<file path="config.mk">
export PLATFORM = sky130hd
export DESIGN_NAME = spi_adc_responder
export DESIGN_NICKNAME = d
export VERILOG_FILES = /design/src/rtl/spi_adc_pkg.sv /design/src/rtl/spi_sync_edge.sv /design/src/rtl/spi_adc_responder.sv
export SDC_FILE = /design/constraint.sdc
export NUM_CORES = 1
export LEC_CHECK = 0
export ABC_AREA = 1
export CORE_ASPECT_RATIO = 1.75
export CORE_UTILIZATION = 48
export DETAILED_ROUTE_END_ITERATION = 12
export PLACE_DENSITY = 0.72
export SYNTH_ARGS = -nofsm -noshare
export SYNTH_HDL_FRONTEND = slang
export SYNTH_HIERARCHICAL = 1
export SYNTH_SLANG_ARGS = --single-unit
</file>
<file path="constraint.sdc">
create_clock -name clk -period 1.5 [get_ports clk]
set_input_delay 0.45 -clock clk [delete_from_list [all_inputs] [get_ports clk]]
set_output_delay 0.45 -clock clk [all_outputs]
set_load 0.02 [all_outputs]
</file>
<file path="src/rtl/spi_adc_pkg.sv">
// Shared definitions for the ADC SPI responder.
//   state_t     : responder frame state
//   CMD_BITS    : command bits after the start bit (sgl, d2, d1, d0)
//   SYNC_STAGES : synchroniser depth for the asynchronous SPI pins
//   chan_ok()   : channel-range check against the configured channel count
package spi_adc_pkg;

  typedef enum logic [2:0] {
    IDLE,
    START,
    CMD,
    NULL,
    DATA,
    TAIL
  } state_t;

  localparam int unsigned CMD_BITS    = 4;
  localparam int unsigned SYNC_STAGES = 2;

  function automatic logic chan_ok(input logic [2:0] chan, input int unsigned num_channels);
    return {29'd0, chan} < num_channels;
  endfunction

endpackage

</file>
<file path="src/rtl/spi_sync_edge.sv">
// Synchroniser plus registered edge detector for one asynchronous bit.
//   clk, rst : system clock, synchronous active-high reset
//   d        : asynchronous input pin
//   q        : synchronised level, time-aligned with rise/fall
//   rise     : one-cycle pulse on a 0->1 transition
//   fall     : one-cycle pulse on a 1->0 transition
// Latency pin -> rise/fall is STAGES + 1 clk cycles.
module spi_sync_edge
  import spi_adc_pkg::*;
#(
  parameter int unsigned STAGES = SYNC_STAGES,
  parameter logic        INIT   = 1'b0
) (
  input  logic clk,
  input  logic rst,
  input  logic d,
  output logic q,
  output logic rise,
  output logic fall
);

  logic [STAGES-1:0] sync;
  logic              prev;

  // prev doubles as the level output so q lines up with the edge pulses.
  always_ff @(posedge clk) begin
    if (rst) begin
      sync <= {STAGES{INIT}};
      prev <= INIT;
      rise <= 1'b0;
      fall <= 1'b0;
    end else begin
      sync <= {sync[STAGES-2:0], d};
      prev <= sync[STAGES-1];
      rise <= sync[STAGES-1] & ~prev;
      fall <= ~sync[STAGES-1] & prev;
    end
  end

  assign q = prev;

endmodule

</file>
<file path="src/rtl/spi_adc_responder.sv">
// SPI responder emulating an ADC: decodes a start bit plus 4-bit command
// (sgl, d2, d1, d0), requests a sample, returns a null bit and then the
// sample MSB-first on MISO (SPI mode 0, oversampled in the clk domain).
//   clk, rst        : system clock, synchronous active-high reset
//   sclk, cs, mosi  : asynchronous SPI inputs (cs active low)
//   miso, miso_oe   : serial data and its drive enable
//   req_valid       : one-cycle sample request; req_chan/req_sgl held
//   rsp_valid/data  : sample return, first valid inside the window wins
//   frame_done      : pulse on a normal frame end
//   underrun        : pulse when no sample arrived before the first data bit
//   cmd_err         : pulse when the command selects a nonexistent channel
module spi_adc_responder
  import spi_adc_pkg::*;
#(
  parameter int unsigned ADC_WIDTH    = 8,
  parameter int unsigned NUM_CHANNELS = 1
) (
  input  logic                 clk,
  input  logic                 rst,
  input  logic                 sclk,
  input  logic                 cs,
  input  logic                 mosi,
  output logic                 miso,
  output logic                 miso_oe,
  output logic                 req_valid,
  output logic [2:0]           req_chan,
  output logic                 req_sgl,
  input  logic                 rsp_valid,
  input  logic [ADC_WIDTH-1:0] rsp_data,
  output logic                 frame_done,
  output logic                 underrun,
  output logic                 cmd_err
);

  localparam logic [3:0] CMD_LAST  = 4'(CMD_BITS - 1);
  localparam logic [3:0] DATA_LAST = 4'(ADC_WIDTH - 1);

  logic sclk_q_unused, sclk_rise, sclk_fall;
  logic cs_q, cs_rise, cs_fall;
  logic mosi_q, mosi_rise_unused, mosi_fall_unused;

  spi_sync_edge #(.STAGES(SYNC_STAGES), .INIT(1'b0)) u_sync_sclk (
    .clk(clk), .rst(rst), .d(sclk),
    .q(sclk_q_unused), .rise(sclk_rise), .fall(sclk_fall)
  );

  // cs idles high; starting the synchroniser high avoids a false edge out of reset.
  spi_sync_edge #(.STAGES(SYNC_STAGES), .INIT(1'b1)) u_sync_cs (
    .clk(clk), .rst(rst), .d(cs),
    .q(cs_q), .rise(cs_rise), .fall(cs_fall)
  );

  spi_sync_edge #(.STAGES(SYNC_STAGES), .INIT(1'b0)) u_sync_mosi (
    .clk(clk), .rst(rst), .d(mosi),
    .q(mosi_q), .rise(mosi_rise_unused), .fall(mosi_fall_unused)
  );

  state_t               state;
  logic [3:0]           bit_cnt;
  logic [3:0]           cmd_sr;
  logic [ADC_WIDTH-1:0] data_sr;
  logic                 rsp_got;
  logic                 chan_err;

  logic                 ev_rise, ev_fall;
  logic [3:0]           cmd_next;
  logic                 cmd_chan_ok;
  logic [ADC_WIDTH-1:0] first_word;

  always_comb begin
    ev_rise     = sclk_rise & ~cs_q;
    ev_fall     = sclk_fall & ~cs_q;
    cmd_next    = {cmd_sr[2:0], mosi_q};
    cmd_chan_ok = chan_ok(cmd_next[2:0], NUM_CHANNELS);
    // A response arriving in the very cycle of the DATA-entry FALL still counts.
    first_word  = '0;
    if (!chan_err) begin
      if (rsp_got)        first_word = data_sr;
      else if (rsp_valid) first_word = rsp_data;
    end
  end

  always_ff @(posedge clk) begin
    if (rst) begin
      state      <= IDLE;
      bit_cnt    <= '0;
      cmd_sr     <= '0;
      data_sr    <= '0;
      rsp_got    <= 1'b0;
      chan_err   <= 1'b0;
      miso       <= 1'b0;
      miso_oe    <= 1'b0;
      req_valid  <= 1'b0;
      req_chan   <= '0;
      req_sgl    <= 1'b0;
      frame_done <= 1'b0;
      underrun   <= 1'b0;
      cmd_err    <= 1'b0;
    end else begin
      req_valid  <= 1'b0;
      frame_done <= 1'b0;
      underrun   <= 1'b0;
      cmd_err    <= 1'b0;

      if (cs_rise) begin
        state      <= IDLE;
        miso       <= 1'b0;
        miso_oe    <= 1'b0;
        rsp_got    <= 1'b0;
        frame_done <= (state == TAIL);
      end else begin
        case (state)
          IDLE: begin
            miso <= 1'b0;
            if (cs_fall) begin
              state    <= START;
              miso_oe  <= 1'b1;
              rsp_got  <= 1'b0;
              chan_err <= 1'b0;
            end
          end

          START: begin
            if (ev_rise && mosi_q) begin
              state   <= CMD;
              bit_cnt <= '0;
            end
          end

          CMD: begin
            if (ev_rise) begin
              cmd_sr  <= cmd_next;
              bit_cnt <= bit_cnt + 4'd1;
              if (bit_cnt == CMD_LAST) begin
                state     <= NULL;
                bit_cnt   <= '0;
                req_valid <= 1'b1;
                req_chan  <= cmd_next[2:0];
                req_sgl   <= cmd_next[3];
                chan_err  <= ~cmd_chan_ok;
                cmd_err   <= ~cmd_chan_ok;
              end
            end
          end

          NULL: begin
            if (rsp_valid && !rsp_got) begin
              rsp_got <= 1'b1;
              data_sr <= rsp_data;
            end
            if (ev_fall) begin
              if (bit_cnt == 4'd0) begin
                miso    <= 1'b0;
                bit_cnt <= 4'd1;
              end else begin
                state    <= (ADC_WIDTH == 1) ? TAIL : DATA;
                miso     <= first_word[ADC_WIDTH-1];
                data_sr  <= first_word << 1;
                bit_cnt  <= 4'd1;
                underrun <= ~rsp_got & ~rsp_valid;
              end
            end
          end

          DATA: begin
            if (ev_fall) begin
              miso    <= data_sr[ADC_WIDTH-1];
              data_sr <= data_sr << 1;
              bit_cnt <= bit_cnt + 4'd1;
              if (bit_cnt == DATA_LAST) state <= TAIL;
            end
          end

          TAIL: begin
            if (ev_fall) miso <= 1'b0;
          end

          default: state <= IDLE;
        endcase
      end
    end
  end

endmodule

</file>
==> summary.txt <==
Final layout
  – Layout cell share with drive strength beyond 1: 24.7%
  – Final Non-Filler Cells: 444
  – Post-layout util: 64.8%
  – Fillcell total: 419
  – Multi-input logic area: 1280 um2
  – Fin nets: 408
  – Ant. Diodes: 0
  – Synthesis-to-finish area growth: 31.0%
  – Sequential cell area: 868 um2

Floorplan
  – Top Ports: 24
  – Cell row count: 33
  – Initial Util: 49.5%
  – Core Area: 4670 um2
  – DIE AREA: 5100 um2
  – Die H: 93.7 um
  – Die X: 54.4 um

Logic synthesis
  – Synth warn: 6
  – Synthesized area per cell: 6.87 um2
  – Mapped Cells: 336
  – Synth Cell Area: 2310 um2
  – Syn_nets: 352

Timing
  – Worst slew pin tran: 0.350 ns
  – Slew Viols, Final: 0
  – Fin Hold WS: 0.402 ns
  – Final hold viol count: 0
  – Worst Skew: 0.00540 ns
  – RSZ-0062 raised after global routing: true
  – Setup-failing EPs final: 0
  – Fmax: 698 MHz
  – Minimum clock period after layout: 1.43 ns
  – Slew HR: 76.6%
  – Final worst path period share: 95.4%

Detailed routing
  – Detailed-route via count: 2270
  – DRT Wirelength: 5280 um
  – Vias/cell: 5.11
  – DRC: 0
  – Iter 0 DRT Violations: 80
  – Detailed Routing Iterations Pass 1: 4
  – Post-route ant nets: 0
  – WL/cell: 11.9 um

Global route
  – Number of global-route vias before repair: 2132
  – Largest net degree at the start of global routing: 15
  – Total GRT Usage: 23.3%
  – First-pass GRT wire length: 8780 um
  – Total gr overflow: 0
  – Initial antenna violation count: 0

Critical path
  – Worst EP arrival: 1.67 ns
  – Setup crit start kind: register
  – Crit Path Max Fanout: 8
  – Worst Setup End Kind: register
  – Critical path required time: 1.73 ns
  – Critical path type: reg2reg

Clock network
  – CTS sink cnt: 43
  – CTS tree: built
  – Root Buffer: clkbuf_8
  – Clock-pin slew on the worst setup and hold paths: 0.08 ns
  – Htree depth: 2
  – Clock Latency Late Sink: 0.30 ns
  – Hold_buf cts: 0
  – Worst-case clock buffer depth: 2
  – Total CTS buffers: 5

Placed design
  – GP Congestion: 0.862
  – Cells after DPL: 437
  – PortBufs: 23
  – HPWL Detailed: 3990 um

Hold path
  – Worst Hold Class: reg2reg

Power
  – LEAKAGE: 1.43 nW
  – Pwr Density: 1690 nW/um2
  – VDD IR max: 1.31 mV

Status
  – Status: finished clean

Run
  – Max_cap viols: 0
==> critical path, cell delays in order (launching register included) <==
cell and delay (ns):
dfxtp_2 0.34, inv_1 0.07, ha_2 0.21, nand3_4 0.11, a21oi_4 0.28, nand2_1 0.08
and2_1 0.17, a21oi_2 0.11
==> cell usage in the layout (no fill, tap or decap), types with 3 or more instances in the layout <==
cell             instances
nand2_1                 79
dfxtp_1                 39
inv_1                   37
nor2_1                  37
buf_4                   31
o21ai_0                 21
a21oi_1                 19
nand2_2                 16
nand3_1                 15
o21ai_1                 14
clkdlybuf4s50_1         12
dlygate4sd2_1           10
inv_2                    7
nor2_4                   7
nand3_2                  5
clkbuf_8                 5
a21oi_2                  4
dfxtp_2                  3
==> repair_timing <==
item,4_1_cts,5_1_grt
setup endpoints to repair,17,19
pin swaps,2,5
gates cloned,0,1
setup buffers,0,0
resized for setup,15,21
==> flip-flops by register name, summed over array words and instances, names as in the netlist, 2 cells and up <==
signal            count
data_sr               8
bit_cnt               4
cmd_sr                3
req_chan              3
state                 3
u_sync_cs/sync        2
u_sync_mosi/sync      2
u_sync_sclk/sync      2
==> metal layers <==
layer / global-route usage, % / share of wire, % / wire length [um]
met2: 41.3 / 55 / 2920
met4: 10.7 / 2.5 / 130
met3: 4.05 / 3.1 / 163
met5: 0 / 0 / 0
met1: 25.3 / 39 / 2070
==> final timing paths <==
kind / cells past startpoint / slack, ns / end / from
worst min-delay path: 1 / 0.40 / u_sync_cs/sync[1] / u_sync_cs/sync[0]
worst min register to register: 1 / 0.40 / u_sync_cs/sync[1] / u_sync_cs/sync[0]
worst max register to register: 7 / 0.07 / data_sr[7] / bit_cnt[1]
worst max-delay path: 7 / 0.07 / data_sr[7] / bit_cnt[1]
==> report_power, final <==
| part | internal (W) | switching, W | total, W |
|---|---|---|---|
| combinational | 0.00114 | 0.00157 | 0.00271 |
| clock | 0.000487 | 0.000402 | 0.000889 |
| sequential | 0.00133 | 0.000181 | 0.00151 |
| total | 0.00296 | 0.00215 | 0.00511 |
==> layout make-up <==
type	instances	area share, %
Tap cell	52	2.15
Inverter	46	5.96
Sequential cell	43	28.7
Clock buffer	5	2.28
Clock inverter	2	1.24
Timing Repair Buffer	57	17.1
Multi-Input combinational cell	239	42.5
==> stage by stage <==
step           setup TNS, ns  worst slack [ns]  area (um2)  total power, W
2_1_floorplan              0            0.0937        2310         0.00333
3_3_place_gp           -2.56            -0.246        2830         0.00407
3_5_place_dp           -2.98            -0.288        2830         0.00409
4_1_cts                    0            0.0267        2930         0.00499
6_report                   0            0.0683        3020         0.00511
5_1_grt              -0.0413           -0.0369        3020         0.00548
(Power assumes the default switching activity.)
